[src/rtl/jtag_tap_ctrl.sv]
// ---------------------------------------------------------------------------
// JtagTapCtrl -- IEEE 1149.1 TAP controller plus instruction register.
//
// Runs the 16-state TAP state machine from tms and decodes the DR strobes
// from the registered state. It also holds the instruction register, turns
// the current instruction into boundary-scan controls and a DR select, and
// drives the IR or DR serial stream onto tdo one cycle late.
//
// Ports
//   tck                 sole clock, everything changes on the rising edge
//   reset               synchronous active-high, forces Test-Logic-Reset
//   tms, tdi            TAP mode select and serial data in
//   dr_tdo_byp/id/bsr   serial outputs of the bypass, ID and boundary regs
//   clkDR, captureDR,
//   shiftDR, updateDR   DR control strobes (Moore, from registered state)
//   mode, enableIn,
//   enableOut,
//   bsr_reset           boundary-scan register controls
//   sel_dr              00 bypass, 01 idcode, 10 boundary scan
//   tdo, tdo_en         registered serial out and its shift qualifier
// ---------------------------------------------------------------------------
module jtag_tap_ctrl #(
    parameter int IR_LEN = 4
) (
    input  logic       tck,
    input  logic       reset,
    input  logic       tms,
    input  logic       tdi,
    input  logic       dr_tdo_byp,
    input  logic       dr_tdo_id,
    input  logic       dr_tdo_bsr,
    output logic       clkDR,
    output logic       captureDR,
    output logic       shiftDR,
    output logic       updateDR,
    output logic       mode,
    output logic       enableIn,
    output logic       enableOut,
    output logic       bsr_reset,
    output logic [1:0] sel_dr,
    output logic       tdo,
    output logic       tdo_en
);

    typedef enum logic [3:0] {
        TLR, RTI,
        SEL_DR, CAP_DR, SH_DR, EX1_DR, PAU_DR, EX2_DR, UPD_DR,
        SEL_IR, CAP_IR, SH_IR, EX1_IR, PAU_IR, EX2_IR, UPD_IR
    } tapState_e;

    // Every opcode not listed here, all-ones included, decodes as bypass.
    localparam logic [IR_LEN-1:0] OP_EXTEST = '0;
    localparam logic [IR_LEN-1:0] OP_SAMPLE = IR_LEN'(1);
    localparam logic [IR_LEN-1:0] OP_IDCODE = IR_LEN'(2);

    tapState_e         state_q, state_d;
    logic [IR_LEN-1:0] ir_q, ir_d;
    logic [IR_LEN-1:0] irShift_q, irShift_d;
    logic              tdo_q, tdo_d;
    logic              tdoEn_q, tdoEn_d;
    logic [1:0]        selDr;
    logic              isExtest, isSample, isIdcode;

    // State and datapath registers; reset discards any half-shifted opcode.
    always_ff @(posedge tck) begin
        if (reset) begin
            state_q   <= TLR;
            ir_q      <= OP_IDCODE;
            irShift_q <= '0;
            tdo_q     <= 1'b0;
            tdoEn_q   <= 1'b0;
        end else begin
            state_q   <= state_d;
            ir_q      <= ir_d;
            irShift_q <= irShift_d;
            tdo_q     <= tdo_d;
            tdoEn_q   <= tdoEn_d;
        end
    end

    // TAP next-state logic.
    always_comb begin
        state_d = state_q;
        unique case (state_q)
            TLR:    state_d = tms ? TLR    : RTI;
            RTI:    state_d = tms ? SEL_DR : RTI;
            SEL_DR: state_d = tms ? SEL_IR : CAP_DR;
            CAP_DR: state_d = tms ? EX1_DR : SH_DR;
            SH_DR:  state_d = tms ? EX1_DR : SH_DR;
            EX1_DR: state_d = tms ? UPD_DR : PAU_DR;
            PAU_DR: state_d = tms ? EX2_DR : PAU_DR;
            EX2_DR: state_d = tms ? UPD_DR : SH_DR;
            UPD_DR: state_d = tms ? SEL_DR : RTI;
            SEL_IR: state_d = tms ? TLR    : CAP_IR;
            CAP_IR: state_d = tms ? EX1_IR : SH_IR;
            SH_IR:  state_d = tms ? EX1_IR : SH_IR;
            EX1_IR: state_d = tms ? UPD_IR : PAU_IR;
            PAU_IR: state_d = tms ? EX2_IR : PAU_IR;
            EX2_IR: state_d = tms ? UPD_IR : SH_IR;
            UPD_IR: state_d = tms ? SEL_DR : RTI;
            default: state_d = TLR;
        endcase
    end

    // IR datapath: capture the fixed 0..01 pattern, shift LSB first,
    // commit on Update-IR, and fall back to IDCODE in Test-Logic-Reset.
    always_comb begin
        ir_d      = ir_q;
        irShift_d = irShift_q;
        unique case (state_q)
            CAP_IR: irShift_d = IR_LEN'(1);
            SH_IR:  irShift_d = {tdi, irShift_q[IR_LEN-1:1]};
            UPD_IR: ir_d      = irShift_q;
            TLR:    ir_d      = OP_IDCODE;
            default: ;
        endcase
    end

    // Serial out: tdo holds its last value outside the shift states so a
    // slow sampler never sees a glitch between scans.
    always_comb begin
        tdo_d   = tdo_q;
        tdoEn_d = 1'b0;
        if (state_q == SH_IR) begin
            tdo_d   = irShift_q[0];
            tdoEn_d = 1'b1;
        end else if (state_q == SH_DR) begin
            tdoEn_d = 1'b1;
            unique case (selDr)
                2'b00:   tdo_d = dr_tdo_byp;
                2'b01:   tdo_d = dr_tdo_id;
                default: tdo_d = dr_tdo_bsr;
            endcase
        end
    end

    // Instruction decode depends on ir only, so it settles one edge after
    // Update-IR and never follows the partial contents of the shift reg.
    always_comb begin
        isExtest = (ir_q == OP_EXTEST);
        isSample = (ir_q == OP_SAMPLE);
        isIdcode = (ir_q == OP_IDCODE);
        selDr    = 2'b00;
        if (isExtest || isSample) begin
            selDr = 2'b10;
        end else if (isIdcode) begin
            selDr = 2'b01;
        end
    end

    assign clkDR     = (state_q == CAP_DR) || (state_q == SH_DR);
    assign captureDR = (state_q == CAP_DR);
    assign shiftDR   = (state_q == SH_DR);
    assign updateDR  = (state_q == UPD_DR);
    assign mode      = isExtest;
    assign enableIn  = isExtest || isSample;
    assign enableOut = (state_q != TLR);
    assign bsr_reset = (state_q != TLR);
    assign sel_dr    = selDr;
    assign tdo       = tdo_q;
    assign tdo_en    = tdoEn_q;

endmodule

[config.mk]
export PLATFORM = sky130hd
export DESIGN_NAME = jtag_tap_ctrl
export DESIGN_NICKNAME = d
export VERILOG_FILES = /design/src/rtl/jtag_tap_ctrl.sv
export SDC_FILE = /design/constraint.sdc
export NUM_CORES = 1
export LEC_CHECK = 0
export ABC_AREA = 1
export CELL_PAD_IN_SITES_DETAIL_PLACEMENT = 0
export CELL_PAD_IN_SITES_GLOBAL_PLACEMENT = 1
export CORE_MARGIN = 2
export CORE_UTILIZATION = 43
export CTS_CLUSTER_SIZE = 16
export DETAILED_ROUTE_END_ITERATION = 8
export DONT_BUFFER_PORTS = 1
export PLACE_DENSITY_LB_ADDON = 0.1
export SETUP_SLACK_MARGIN = 0.05
export SYNTH_ARGS = -nofsm -noshare
export SYNTH_HDL_FRONTEND = slang
export SYNTH_SLANG_ARGS = --single-unit
[constraint.sdc]
create_clock -name tck -period 3.3 [get_ports tck]
set_clock_uncertainty 0.2 [all_clocks]
set_input_delay 0.165 -clock tck [delete_from_list [all_inputs] [get_ports tck]]
set_output_delay 0.165 -clock tck [all_outputs]
set_load 0.1 [all_outputs]
==> results_dict.tcl <==
set metrics [dict create \
    sequential_share_of_the_synthesized_area_pct 34.0 \
    regToRegEndpoint "tdo" \
    worstHoldPathType "reg -> reg" \
    place.detailed.instances 158 \
    worstPathArrival_ps 2430 \
    drt-initial-drc-count 34 \
    grt_pass1_vias 644 \
    timing_worst_slew_pin_value_ps 1050 \
    hold_path.startpoint "irShift_q[1]" \
    reg_to_reg_slack_setup_ps 890 \
    critical_path_class "reg -> reg" \
    fp.dieArea_um2 2280 \
    clkSlewWorstSetupHoldPaths_ps 100 \
    netlist.top_cell.by_area "sky130_fd_sc_hd__dfxtp_1" \
    finalWeightedCongestion 0.884 \
    power_density_nw_per_um2 442 \
    worst_ir_drop_vdd_v 0.000248 \
    die_w_um 47.8 \
    tritoncts_clock_tree "built" \
    routed_wire_length_per_instance_um 11.2 \
    period_needed_ps 2410 \
    clock_sinks 14 \
    top_area_cell_type_share_of_the_netlist_area_pct 34.0 \
    final_min_period_over_clock_period_pct 73.0 \
    share_comb_of_total_power_pct 26.2 \
    netSwitchingPower_w 0.000161 \
    first_pass_iters 4 \
    max_freq_mhz 415 \
    finalNonFillerCells 168 \
    synthTopCellsByArea "sky130_fd_sc_hd__dfxtp_1, sky130_fd_sc_hd__nand2_1, sky130_fd_sc_hd__inv_1" \
    core_region_area_um2 1760 \
    netlist_area_um2 825 \
    end_kind "flop" \
    power.share.sequential_pct 42.9 \
    cellLeakagePower_nw 0.499 \
    vias_per_cell 5.10 \
    syn_avg_cell_area_um2 6.11 \
    power.switching_fraction_pct 38.4 \
    clock-root-buffer "sky130_fd_sc_hd__clkbuf_4" \
    pin_count 19 \
    ctsResizeCount 0 \
    die-height_um 47.8 \
    drtAntennaViolNets 0 \
    internal_power_w 0.000258 \
    critical_path_peak_fanout 7 \
    synth_cell_type_count 20 \
    worstSkewPairLatency_ps 290 \
    first_pass_grt_wire_length_um 2840 \
    num-fill-cells 192 \
    remaining_drc_errors 0 \
    fin_util_pct 53.6 \
    maxSlewViolCount 0 \
    timing.max_cap.violations 0 \
    antennaDiodeCount 0 \
    final_layout_size_suffix_gt1_share_pct 12.6 \
    worst_hold_path.num_cells 2 \
    vias 857 \
    power_frac_clock_pct 30.9 \
    final_nets 151 \
    final.setup.tns_ps 0 \
    rsz0062_at_grt "no" \
    setup_violations 0 \
    number_of_levels_in_the_clock_h_tree 1 \
    clock_tree.buffer_depth 2 \
    io_buffers 0 \
    grt_start_max_net_pins 12 \
    required_arrival_time_at_the_worst_endpoint_ps 3320 \
    yosysWarnings 0 \
    whs_endpoint "irShift_q[1]" \
    numCtsBuffers 3 \
    drt-total-wl_um 1880 \
    floorplan.rows 15 \
    timing.critical_path.from_type "flop" \
    area_delta_synth_final_pct 14.7 \
    initial_standard_cell_utilization_of_the_core_pct 46.7 \
    reg2reg_from "state_q[1]" \
    grt_remaining_overflow 0 \
    slew_headroom_pct 29.6 \
    grt_use_total_pct 18.3 \
    place_hpwl_um 1400 \
    mappedNetlistNets 142 \
    number_of_antenna_violations_at_the_first_check_in_global_routing 0 \
    reg2reg_depth 8 \
    post_synth_inst_count 135 \
    synth_seq_cells 14 \
    result_of_the_run "finished, final reports clean" \
    timing.final.hold_violations 0 \
]
-- kinds of logic (layout without fill, tap and decap cells) --
group / after synthesis / count (layout) / share of synthesized area (%)
compound gates: 19 / 19 / 12.7
buf+inv: 29 / 37 / 14.3
flops: 14 / 14 / 34.0
simple gates: 73 / 73 / 39.0
-- registers in the layout, summed over array words and instances, names as in the netlist --
register and count:
tdo 1, irShift_q 4, ir_q 4, tdo_en 1
state_q 4
-- worst max-delay path, stage by stage, from the launching register on --
cell and delay (ps):
sky130_fd_sc_hd__dfxtp_1 400, sky130_fd_sc_hd__nor2_1 300, sky130_fd_sc_hd__nand2_2 150, sky130_fd_sc_hd__inv_2 380, sky130_fd_sc_hd__o21ai_1 130, sky130_fd_sc_hd__inv_1 80, sky130_fd_sc_hd__nand2_1 50, sky130_fd_sc_hd__dlygate4sd3_1 540
sky130_fd_sc_hd__a21oi_1 110
-- Yosys cell counts, drive strengths merged --
cell    count
inv        25
dfxtp      14
o21ai       4
buf         2
a31oi       2
o221ai      2
nand2      49
nand3       9
nand4       1
clkbuf      1
clkinv      1
nand3b      1
a21oi      11
nor2       13
-- through the flow --
stage | power [W] | setup slack, ps | hold slack, ps | cell area, um2
after floorplan | 0.000279 | 1120 | 108 | 825
after CTS | 0.000417 | 907 | 271 | 946
after detailed placement | 0.000284 | 1430 | 37.7 | 850
after global routing | 0.000432 | 780 | 298 | 946
after global placement | 0.000285 | 1470 | 36.2 | 850
final | 0.000418 | 891 | 270 | 946
-- cell type report --
class                           count  area, um2  share of cell area, %
Multi-Input combinational cell     92        432                   45.6
Inverter                           26       98.8                   10.4
Sequential cell                    14        280                   29.6
Tap cell                           25       31.3                   3.31
Timing Repair Buffer                7       67.6                   7.14
Clock buffer                        4       36.3                   3.84
-- power by group through the flow --
stage                     combinational, W  sequential, W  clock [W]
after global routing              0.000115       0.000180   0.000137
after global placement            0.000101       0.000183          0
after floorplan                  0.0000962       0.000183          0
after detailed placement          0.000101       0.000183          0
after CTS                         0.000110       0.000179   0.000128
final                             0.000110       0.000180   0.000129
-- layout by cell type, fill, tap and decap left out, types with 3 or more instances in the layout --
cell type	netlist	routed
sky130_fd_sc_hd__a21oi_1	11	11
sky130_fd_sc_hd__clkbuf_4	0	3
sky130_fd_sc_hd__dfxtp_1	14	14
sky130_fd_sc_hd__dlygate4sd3_1	0	6
sky130_fd_sc_hd__inv_1	22	21
sky130_fd_sc_hd__inv_2	3	4
sky130_fd_sc_hd__nand2_1	47	46
sky130_fd_sc_hd__nand3_1	9	9
sky130_fd_sc_hd__nor2_1	9	8
sky130_fd_sc_hd__nor2_2	2	3
sky130_fd_sc_hd__o21ai_0	3	3
-- how the worst max path moves through the flow --
stage / start / to / slack (ps) / cells past startpoint
5_1_grt: state_q[1] / tdo / 780 / 8
4_1_cts: state_q[1] / tdo / 910 / 8
2_1_floorplan: ir_q[3] / mode / 1120 / 3
3_5_place_dp: state_q[2] / clkDR / 1430 / 3
3_3_place_gp: state_q[0] / ir_q[3] / 1470 / 7
6_report: state_q[1] / tdo / 890 / 8
-- per-layer routing --
| layer | wire, um | global-route usage [%] |
|---|---|---|
| met3 | 188 | 5.28 |
| met4 | 34 | 8.11 |
| met5 | 0 | 0 |
| met2 | 768 | 24.3 |
| met1 | 884 | 27.1 |
-- repair_timing --
action	in CTS	in global routing
setup buffers	0	0
hold buffers	6	0
endpoints found under the hold margin	14	0
Note: power is estimated with default switching activity, not from simulation.
